`src/rtl/button_int_ctrl.sv`:
```
// Button interrupt controller: synchronises and debounces four buttons, latches press events,
// and hands them to the core one at a time by fixed priority with a req/ack/ret handshake.
module button_int_ctrl #(
    parameter int unsigned DEBOUNCE_CYCLES = 16,
    parameter logic [15:0] VEC_BASE        = 16'h0f80,
    parameter logic [15:0] VEC_STRIDE      = 16'h0020
) (
    input  logic        clk,
    input  logic        rst_n,
    input  logic [3:0]  buttons_raw,
    input  logic [3:0]  int_enable,
    input  logic        int_ack,
    input  logic        int_ret,
    output logic        int_req,
    output logic [15:0] int_vector,
    output logic [1:0]  int_id,
    output logic        in_service,
    output logic [3:0]  pending
);

    localparam int unsigned NB = 4;
    localparam int unsigned CW = $clog2(DEBOUNCE_CYCLES + 1);

    typedef enum logic [1:0] {
        IDLE    = 2'd0,
        REQ     = 2'd1,
        SERVICE = 2'd2
    } state_t;

    state_t          state, state_nxt;
    logic [NB-1:0]   sync1, sync2;
    logic [NB-1:0]   deb, deb_d;
    logic [CW-1:0]   cnt [NB];
    logic [NB-1:0]   rise;
    logic [NB-1:0]   req_mask;
    logic [NB-1:0]   clr;
    logic [1:0]      win;
    logic [15:0]     win_vec;
    logic            req_nxt;
    logic            svc_nxt;
    logic [1:0]      id_nxt;
    logic [15:0]     vec_nxt;

    // Two-flop synchroniser followed by per-bit stability counters.
    always_ff @(posedge clk or negedge rst_n) begin
        if (!rst_n) begin
            sync1 <= '0;
            sync2 <= '0;
            deb   <= '0;
            deb_d <= '0;
            for (int i = 0; i < NB; i++) begin
                cnt[i] <= '0;
            end
        end else begin
            sync1 <= buttons_raw;
            sync2 <= sync1;
            deb_d <= deb;
            for (int i = 0; i < NB; i++) begin
                if (sync2[i] == deb[i]) begin
                    cnt[i] <= '0;
                end else if (cnt[i] == CW'(DEBOUNCE_CYCLES - 1)) begin
                    // The cycle that completes the stable run also commits the new level.
                    deb[i] <= sync2[i];
                    cnt[i] <= '0;
                end else begin
                    cnt[i] <= cnt[i] + CW'(1);
                end
            end
        end
    end

    assign rise     = deb & ~deb_d;
    assign req_mask = pending & int_enable;
    assign win_vec  = VEC_BASE + 16'(2'd3 - win) * VEC_STRIDE;

    // Fixed priority: highest enabled pending bit wins.
    always_comb begin
        win = 2'd0;
        for (int i = 0; i < NB; i++) begin
            if (req_mask[i]) begin
                win = 2'(i);
            end
        end
    end

    // Next-state and registered-output values.
    always_comb begin
        state_nxt = state;
        req_nxt   = int_req;
        svc_nxt   = in_service;
        id_nxt    = int_id;
        vec_nxt   = int_vector;
        clr       = '0;
        case (state)
            IDLE: begin
                if (req_mask != '0) begin
                    state_nxt = REQ;
                    req_nxt   = 1'b1;
                    id_nxt    = win;
                    vec_nxt   = win_vec;
                end
            end
            REQ: begin
                if (int_ack) begin
                    state_nxt = SERVICE;
                    req_nxt   = 1'b0;
                    svc_nxt   = 1'b1;
                    clr       = NB'(1) << int_id;
                end
            end
            SERVICE: begin
                if (int_ret) begin
                    state_nxt = IDLE;
                    svc_nxt   = 1'b0;
                end
            end
            default: begin
                state_nxt = IDLE;
                req_nxt   = 1'b0;
                svc_nxt   = 1'b0;
            end
        endcase
    end

    // A fresh debounced edge takes precedence over the clear from an ack.
    always_ff @(posedge clk or negedge rst_n) begin
        if (!rst_n) begin
            state      <= IDLE;
            int_req    <= 1'b0;
            in_service <= 1'b0;
            int_id     <= 2'd0;
            int_vector <= 16'h0000;
            pending    <= '0;
        end else begin
            state      <= state_nxt;
            int_req    <= req_nxt;
            in_service <= svc_nxt;
            int_id     <= id_nxt;
            int_vector <= vec_nxt;
            pending    <= (pending & ~clr) | rise;
        end
    end

endmodule

```
`config.mk`:
```
export PLATFORM = sky130hd
export DESIGN_NAME = button_int_ctrl
export DESIGN_NICKNAME = d
export VERILOG_FILES = /design/src/rtl/button_int_ctrl.sv
export SDC_FILE = /design/constraint.sdc
export NUM_CORES = 1
export LEC_CHECK = 0
export CORE_ASPECT_RATIO = 0.75
export CORE_UTILIZATION = 48
export CTS_BUF_LIST = sky130_fd_sc_hd__clkbuf_4
export DETAILED_ROUTE_END_ITERATION = 8
export GPL_TIMING_DRIVEN = 0
export PLACE_DENSITY = 0.71
export SYNTH_ARGS = -nofsm -noshare
export SYNTH_HDL_FRONTEND = slang
export SYNTH_SLANG_ARGS = --single-unit
export TNS_END_PERCENT = 50
```
`constraint.sdc`:
```
create_clock -name clk -period 1.6 [get_ports clk]
set_clock_uncertainty 0.1 [all_clocks]
set_input_delay 0.4 -clock clk [delete_from_list [all_inputs] [get_ports clk]]
set_output_delay 0.4 -clock clk [all_outputs]
set_load 0.05 [all_outputs]
```
======== Word level (Yosys, flattened, before mapping) ========
Index checks and enable logic that the tools add are counted.
word-level totals
  word-level logic and storage cells ...... 82
  bits of input ports ..................... 12
  flip-flop bits (word level) ............. 62
cells by class
  multiplexer cells ....................... 23
  bitwise gates (word level) .............. 12
  shift-type cells ........................ 1
  reduce and logical (&&, ||, !) cells .... 10
  equality and inequality tests ........... 13
  add/subtract/negate cells ............... 6
operator list
  cell                     number
  $mux W5                  8
  $add A5 B1 Y5 const B    4
  $eq A5 B4 Y1 const B     4
  $add A13 B8 Y14 const A  1
  $and A4 B4 Y4            3
  $mux W2                  5
  $reduce_and A2 Y1        5
  $reduce_and A3 Y1        3
  $mux W4                  2
  $not A4 Y4               2
  $ne A2 B2 Y1 const B     3
  $not A1 Y1               6
  $pmux W1 S3              2
  $pmux W2 S3              1
  $mux W1                  5
  $eq A1 B1 Y1             4
  $or A4 B4 Y4             1
  $reduce_bool A4 Y1       1
  $shl A1 B2 Y4 const A    1
  $sub A2 B2 Y3 const A    1
  $eq A2 B1 Y1 const B     1
  $eq A2 B2 Y1 const B     1
  $logic_not A2 Y1         1

======== Depth between registers and ports, before layout ========
Gate-level depths: netlist of the first run.
  word-level depth ........................ 6
  depth in mapped cells ................... 4

======== Worst setup path before layout of the first run ========
No wires, ideal clock.
  path type ............................... register to register
  start point ............................. reg pending[2]
  end point ............................... reg int_req
  arrival time ............................ 1.249 ns
  setup time .............................. 0.126 ns
  required time ........................... 1.374 ns
  setup slack ............................. 0.125 ns
  path buffers ............................ 0
  cell stages (with the launch flop) ...... 4
  clock period less this slack ............ 1.475 ns
  path through ............................ dfrtp_1 a22oi_2 nand3_2 a221o_1
on the way
  longest elaborated chain between the ends .. 4
RTL lines
  item                                line  text
  start, declared                     18    output logic [3:0] pending
  start signal, assigned              140   pending <= (pending & ~clr) | rise;
  $and A4 B4 Y4                       73    assign req_mask = pending & int_enable;
  $reduce_bool A4 Y1                  96    if (req_mask != '0) begin
  $ne A2 B2 Y1 (no source line)       n/a
  $reduce_and A3 Y1 (no source line)  n/a
  end signal, assigned                136   int_req <= req_nxt;
  end, declared                       14    output logic int_req,
Every way passes these cells.
A chain may end at the register's enable or synchronous reset.

==> reports/metrics.cfg, run 1 <==
[power]
combPwrFrac_pct = 36.0
seqPwrFrac_pct = 44.7
p_leak_nw = 1.24
clkPwrFrac_pct = 19.3
power_density_mw_per_mm2 = 1420
cellInternalPower_mw = 2.15
sw_frac_of_total_pct = 38.7
power_mw = 3.51
vdd_drop_max_mv = 0.633
p_switching_mw = 1.36

[timing]
finalCriticalPeriod_ns = 1.60
report.final.slew_viol_count = 0
fin_crit_sh_pct = 99.8
finalSetupViolations = 0
fmax_ghz = 0.626
rsz0062_at_grt = true
final-hold-violation-count = 0

[global_routing]
grt_pass1_wl_um = 5690
gr-total-overflow = 0
grt_start_max_net_pins = 34
grt_pass1_vias = 1312
grt_usage_pct = 16.9
antenna_found_initial = 0

[critical_path]
critPathCaptureType = output pin
cp_max_fo = 6
arrival_ns = 1.10
critPathKind = reg -> out
start_kind = flop
required_ns = 1.10

[floorplan]
die_y_um = 58.0
fp-row-count = 19
core_mm2 = 0.00383
die_area_mm2 = 0.00444
initial_core_util_pct = 52.4
ios = 36
chipWidth_um = 76.6

[route]
drtPass1Iterations = 6
wirelength_um = 3240
drtIter0Drc = 53
via_per_inst = 4.92
vias = 1294
drc = 0
routedWlPerCell_um = 12.3
antenna_left = 0

[finish]
fillers = 298
regArea_mm2 = 0.00123
final_cell_mix = dfrtp_1, nor2_1, buf_4
drive_above_1_share_pct = 24.2
multi_input_area_um2 = 663
final_cell_count_no_fill = 263
syn2layout_area_growth_pct = 22.8
insertedDiodeCount = 0
final_common_cell = dfrtp_1
fin_nets = 227

[logic_synthesis]
synthCells = 167
yosysTopAreaCellShare_pct = 61.1
syn-cell-area_mm2 = 0.00201
yosys_warnings = 0
ys_seq_area_share_pct = 61.1
yosys.cell_types.count = 32
synth.largest_area_cell = dfrtp_1
synth_seq_cells = 49
syn-mean-instance-area_um2 = 12.0
synth_area_leaders = dfrtp_1, buf_4, xor2_1

[clock_network]
clk_pin_slew_ns = 0.13
cts-buffers-inserted = 5
htree_levels = 2
max-clock-path-buffers = 2
clock_latency_ns = 0.35
cts_root_buf = clkbuf_4
cts_tree = built
cts.sinks = 49

[place]
numPortBuffers = 26
dpl.hpwl_um = 2400
dp.cells = 254
gp_congestion = 0.772

[status]
outcome = finished clean

[run]
max_cap_violations = 0

[hold_path]
hold_class = reg -> reg

through the flow:
stage	setup slack [ns]	instance area [um^2]	hold WS (ns)	util, %	setup TNS [ns]
floorplan	0.125	2040	0.00441	-	0
global placement	-1.23	2360	0.233	61.7	-62.14
detailed placement	-0.233	2380	0.236	62.1	-2.45
CTS	-0.0294	2440	0.266	63.7	-0.0533
global route	-0.0636	2460	0.269	64.3	-0.285
finish	0.00284	2460	0.264	64.3	0
final timing paths:
kind	startpoint	endpoint	slack, ns	cells past startpoint
max reg2reg	cnt[5]	deb[2]	0.18	4
min reg2reg	sync1[2]	sync2[2]	0.26	0
min in group asynchronous	rst_n	sync1[2]	0.38	2
min	sync1[2]	sync2[2]	0.26	0
max in group asynchronous	rst_n	int_vector[10]	0.50	3
max	int_vector[10]	int_vector[9]	0.003	2
cell families (layout without fill, tap and decap cells):
logic type / Yosys count / count (layout) / synth area share [%]
AO/OA/AOI/OAI: 27 / 27 / 9.73
flip-flops: 49 / 49 / 61.1
other: 1 / 9 / 0.187
XOR/XNOR: 12 / 12 / 5.24
adder cells (fa/ha/maj): 4 / 4 / 2.50
buffers and inverters: 23 / 59 / 7.30
AND/OR/NAND/NOR: 47 / 47 / 11.7
multiplexers: 4 / 4 / 2.25
timing repair:
action | CTS | global route
hold buffers | 1 | 0
resized for setup | 90 | 9
buffers inserted | 1 | 0
hold endpoints to repair | 16 | 0
endpoints found under the setup margin | 15 | 9
power groups by stage:
stage,combinational [mW],clock [mW],sequential [mW]
floorplan,0.528,0,1.98
global placement,1.31,0,1.58
detailed placement,1.34,0,1.59
CTS,1.25,0.701,1.56
global route,1.35,0.757,1.59
finish,1.26,0.676,1.57
Yosys cell counts, drive strengths merged:
master / count
a21o: 1
a21oi: 3
a221o: 1
a22oi: 1
a2bb2oi: 1
a32oi: 1
and2: 6
and3: 4
buf: 15
conb: 1
dfrtp: 49
ha: 4
inv: 8
mux2: 4
nand2: 7
nand2b: 1
nand3: 9
nand4b: 1
nor2: 17
nor3b: 1
o21a: 1
o21ai: 13
o22a: 1
o22ai: 1
o2bb2ai: 1
o41ai: 2
or2: 1
xor2: 12
worst max-delay path: stages (launching register included):
cell	delay, ns
dfrtp_2	0.48
buf_6	0.13
buf_8	0.14
state kept, by name, summed over array words and instances, names as in the netlist:
register and count:
int_req 1, cnt 20, sync1 4, int_vector 3, deb_d 4, sync2 4
int_id 2, pending 4, in_service 1, state 2, deb 4
routing by layer:
metal	part of all wire (%)	routed length, um	global-route usage (%)
met5	0	0	0
met4	1.9	61	7.42
met3	4.5	146	4.72
met2	47	1530	29.9
met1	46	1500	19.8
area by class of cell:
class / count / share of cell area (%)
flip-flops and latches: 49 / 49.8
multi-input cells: 103 / 26.9
repair buffers: 29 / 11.1
plain buffers: 15 / 5.34
well taps: 52 / 2.64
clock buffers: 5 / 1.52
clock inverters: 2 / 1.42
inverters: 8 / 1.22
Note: power is estimated with default switching activity, not from simulation.
==> inputs of run 2 (changes only) <==
TNS_END_PERCENT = unset   (was 50)
==> results of run 2 <==
Same layout as run 1: the final DEF is identical, and so are final timing and power.
==> edit 1 (config.mk and constraints of run 1) <==
Encoding of `state_t`: now one-hot (3 bits for 3 states).
--- a/src/rtl/button_int_ctrl.sv
+++ b/src/rtl/button_int_ctrl.sv
@@ -22,8 +22,8 @@
     localparam int unsigned CW = $clog2(DEBOUNCE_CYCLES + 1);
 
-    typedef enum logic [1:0] {
-        IDLE    = 2'd0,
-        REQ     = 2'd1,
-        SERVICE = 2'd2
+    typedef enum logic [2:0] {
+        IDLE    = 3'b001,
+        REQ     = 3'b010,
+        SERVICE = 3'b100
     } state_t;
 
Behaviour: no difference found for any inputs over 10 cycles, from zero or initial values and one cycle with rst_n low; not proved beyond that.
==> edit 1 against run 1 <==
The flow now finishes with violations (negative setup slack). Sequential cell count increased by 1. Hold slack got worse by 0.0022 ns. Core utilization decreased by 3.1 points. Design area increased by 2.1%. Critical endpoint is now int_vector[11]. Synthesized area increased by 3.2%. Routed wire length increased by 5.7%. Fmax decreased by 0.91%. Setup slack got worse by 0.015 ns. Power increased by 7.7%. Critical path depth unchanged.
==> edit 1: results <==
[run_status]
status = "complete, but fails checks"
failed_checks = "negative setup slack"

[pwr]
p_clk_w = 0.000728
leakage_nw = 1.255
switching_share_pct = 38.11

[grt]
grt_pass1_wl_mm = 5.968
use_met2_pct = 31.35
grt_pass1_vias = 1375
grt_use_total_pct = 17.57
grt_util_met1_pct = 20.37

[final_layout]
final_core_util_pct = 61.28
final_nets = 232
drive_gt1_share_pct = 25.81
final-clk-cell-share_pct = 3.284
nMultiInputCombCells = 106
fillerInstances = 350
stdcell_count = 272
n_clock_buffer = 7

[routing]
first_pass_iters = 4
dr_wl_met2_mm = 1.723
vias = 1345
avgRoutedWirePerCell_um = 12.58

[timing]
timing.final.ws_setup_ns = -0.01180
setup_violations = 3

[worst_setup_path]
cpPeakStageDelay_ns = 0.46

[clock_tree]
cts_resized = 70
cts_setup_buffers = 0

[synth]
synth_area_leaders = "dfrtp_1 59%, buf_4 5.1%, xor2_1 5.1%"
avgSynthCellArea_um2 = 12.03
yosys-top-cells-count = "49 x dfrtp_1, 16 x nor2_1, 14 x buf_4"

[floorplan]
die_width_um = 77.82
-- edit 1: logic make-up after synthesis --
group | after synthesis | synth area share, %
muxes | 6 | 3.385
adders and majority gates | 4 | 2.418
DFF | 50 | 60.52
other | 1 | 0.1812
xor gates and xnor gates | 12 | 5.079
AOI/OAI and AO/OA | 29 | 9.432
buffers and inverters | 24 | 6.952
and+or+nand+nor | 46 | 12.03
-- edit 1: final timing paths --
check / depth (start not counted) / end / slack (ns) / startpoint
setup / recovery: 2 / int_vector[11] / -0.01 / int_vector[10]$_DFFE_PN0P_
hold / removal: 0 / sync2[0]$_DFF_PN0_ / 0.26 / sync1[0]$_DFF_PN0_
setup reg to reg: 3 / int_id[0]$_DFFE_PN0P_ / 0.04 / state[0]$_DFFE_PN1P_
hold reg to reg: 0 / sync2[0]$_DFF_PN0_ / 0.26 / sync1[0]$_DFF_PN0_
max in group asynchronous: 3 / state[0]$_DFFE_PN1P_ / 0.41 / rst_n
min in group asynchronous: 2 / cnt[9]$_DFF_PN0_ / 0.41 / rst_n
==> edit 2 (flow settings as in run 1) <==
Made on the original files. Change the parameter `DEBOUNCE_CYCLES` from 16 to 8.
--- a/src/rtl/button_int_ctrl.sv
+++ b/src/rtl/button_int_ctrl.sv
@@ -2,5 +2,5 @@
 // and hands them to the core one at a time by fixed priority with a req/ack/ret handshake.
 module button_int_ctrl #(
-    parameter int unsigned DEBOUNCE_CYCLES = 16,
+    parameter int unsigned DEBOUNCE_CYCLES = 8,
     parameter logic [15:0] VEC_BASE        = 16'h0f80,
     parameter logic [15:0] VEC_STRIDE      = 16'h0020
Behaviour: no difference found for any inputs over 10 cycles, from zero or initial values and one cycle with rst_n low; that may be too few to reach the edited logic, so the function may still have changed.
==> edit 2 against run 1 <==
The run now ends with negative setup slack left. Hold slack worse by 0.00066 ns. Sequential cell count down 4. Synthesized area shrank 7.8%. Routed wire length decreased by 0.62%. Design area is 7.5% lower. Die area fell by 7.6%. Power grew 13%. Setup slack lost 0.022 ns.
==> edit 2: results <==
[run_status]
status = "complete, but fails checks"
failed_checks = "negative setup slack"

[synth]
ys_seq_area_share_pct = 60.89
synth_area_leaders = "dfrtp_1 61%, buf_4 5.7%, nor2_1 3.9%"
async_flop_share_pct = 100.0
yosys.cell_types.count = 29
yosys-top-cells-count = "45 x dfrtp_1, 19 x nor2_1, 14 x buf_4"

[worst_setup_path]
crit_slowest_cell = "dfrtp_2"
worstPathMaxFanout = 6
arrival_ns = 1.12
rr_endpoint = "int_req$_DFFE_PN0P_"
ff2ff_path_depth = 3
r2r-start = "pending[1]$_DFF_PN0_"

[routing]
wl_met1_mm = 1.342
wirelength_mm = 3.215
dr_wl_met2_mm = 1.597
drtIter0Drc = 77
met3WireLength_um = 215
topRoutingLayerUsed = "met4"
first_pass_iters = 4
vias = 1214

[hold_path]
whs_path_depth = 0
hold_end = "sync2[1]$_DFF_PN0_"
worstHoldStart = "sync1[1]$_DFF_PN0_"

[final_layout]
diodes = 0
drive_gt1_share_pct = 23.62
largest_reg_flops = 16
final_nets = 215

[clock_tree]
hold_buffers = 1
cts_root_buffer = "clkbuf_4"
ctsLongestPathBuffers = 2
cts_setup_buffers = 0
clk_pin_slew_ns = 0.13
cts_max_level = 2
cts_buffers = 5
cts_resized = 92

[pwr]
leakage_nw = 1.077
comb_power_share_pct = 41.3
irDropWorstVdd_mv = 0.7756
seqPwrFrac_pct = 45.5
p_sw_w = 0.001681

[timing]
setup_violations = 4
timing.final.ws_setup_ns = -0.01915

[place]
port_buffers = 26
dp_hpwl_mm = 2.331
gp_congestion = 0.7063
post-place-ws_ns = -0.2439

[grt]
grt_max_degree = 40
use_met2_pct = 28.44
grt_use_total_pct = 17.72
grt_util_met1_pct = 21.58
grt_pass1_wl_mm = 5.333
use_met3_pct = 5.978
-- edit 2: worst max-delay path by stage --
stage	startpoint	to	depth (start not counted)
5_1_grt	int_vector[10]$_DFFE_PN0P_	int_vector[11]	2
2_1_floorplan	pending[3]$_DFF_PN0_	int_req$_DFFE_PN0P_	3
3_3_place_gp	rst_n	sync1[1]$_DFF_PN0_	1
6_report	int_vector[10]$_DFFE_PN0P_	int_vector[11]	2
3_5_place_dp	int_enable[1]	int_req$_DFFE_PN0P_	4
4_1_cts	int_vector[10]$_DFFE_PN0P_	int_vector[11]	2
-- edit 2: final cells by class --
type,instances,area [um2]
multi-input cells,97,603.1
plain buffers,16,142.6
clock inverters,2,16.27
inverters,6,22.52
repair buffers,28,262.8
flip-flops and latches,45,1127
clock buffers,5,37.54
fillers,310,1384
well taps,52,65.06
-- edit 2: kinds of logic after synthesis --
| group | Yosys count | synth area share [%] |
|---|---|---|
| flops | 45 | 60.89 |
| simple gates | 44 | 10.62 |
| compound gates | 24 | 9.067 |
| buf+inv | 22 | 8.119 |
| xor+xnor | 8 | 3.789 |
| mux | 8 | 4.601 |
| fa+ha+maj | 4 | 2.706 |
| other cells | 1 | 0.2028 |
-- edit 2: per-stage QoR --
step | hold WS, ns | setup TNS (ns) | total power [W] | cell area [um2] | std cells
3_3_place_gp | 0.2325 | -49.57 | 0.003465 | 2205 | 242
5_1_grt | 0.2676 | -0.2237 | 0.004224 | 2277 | 251
4_1_cts | 0.2665 | -0.07726 | 0.003969 | 2262 | 251
2_1_floorplan | 0.004409 | 0 | 0.003012 | 1879 | 164
3_5_place_dp | 0.1562 | -2.626 | 0.003556 | 2220 | 243
6_report | 0.2638 | -0.05674 | 0.003956 | 2277 | 251
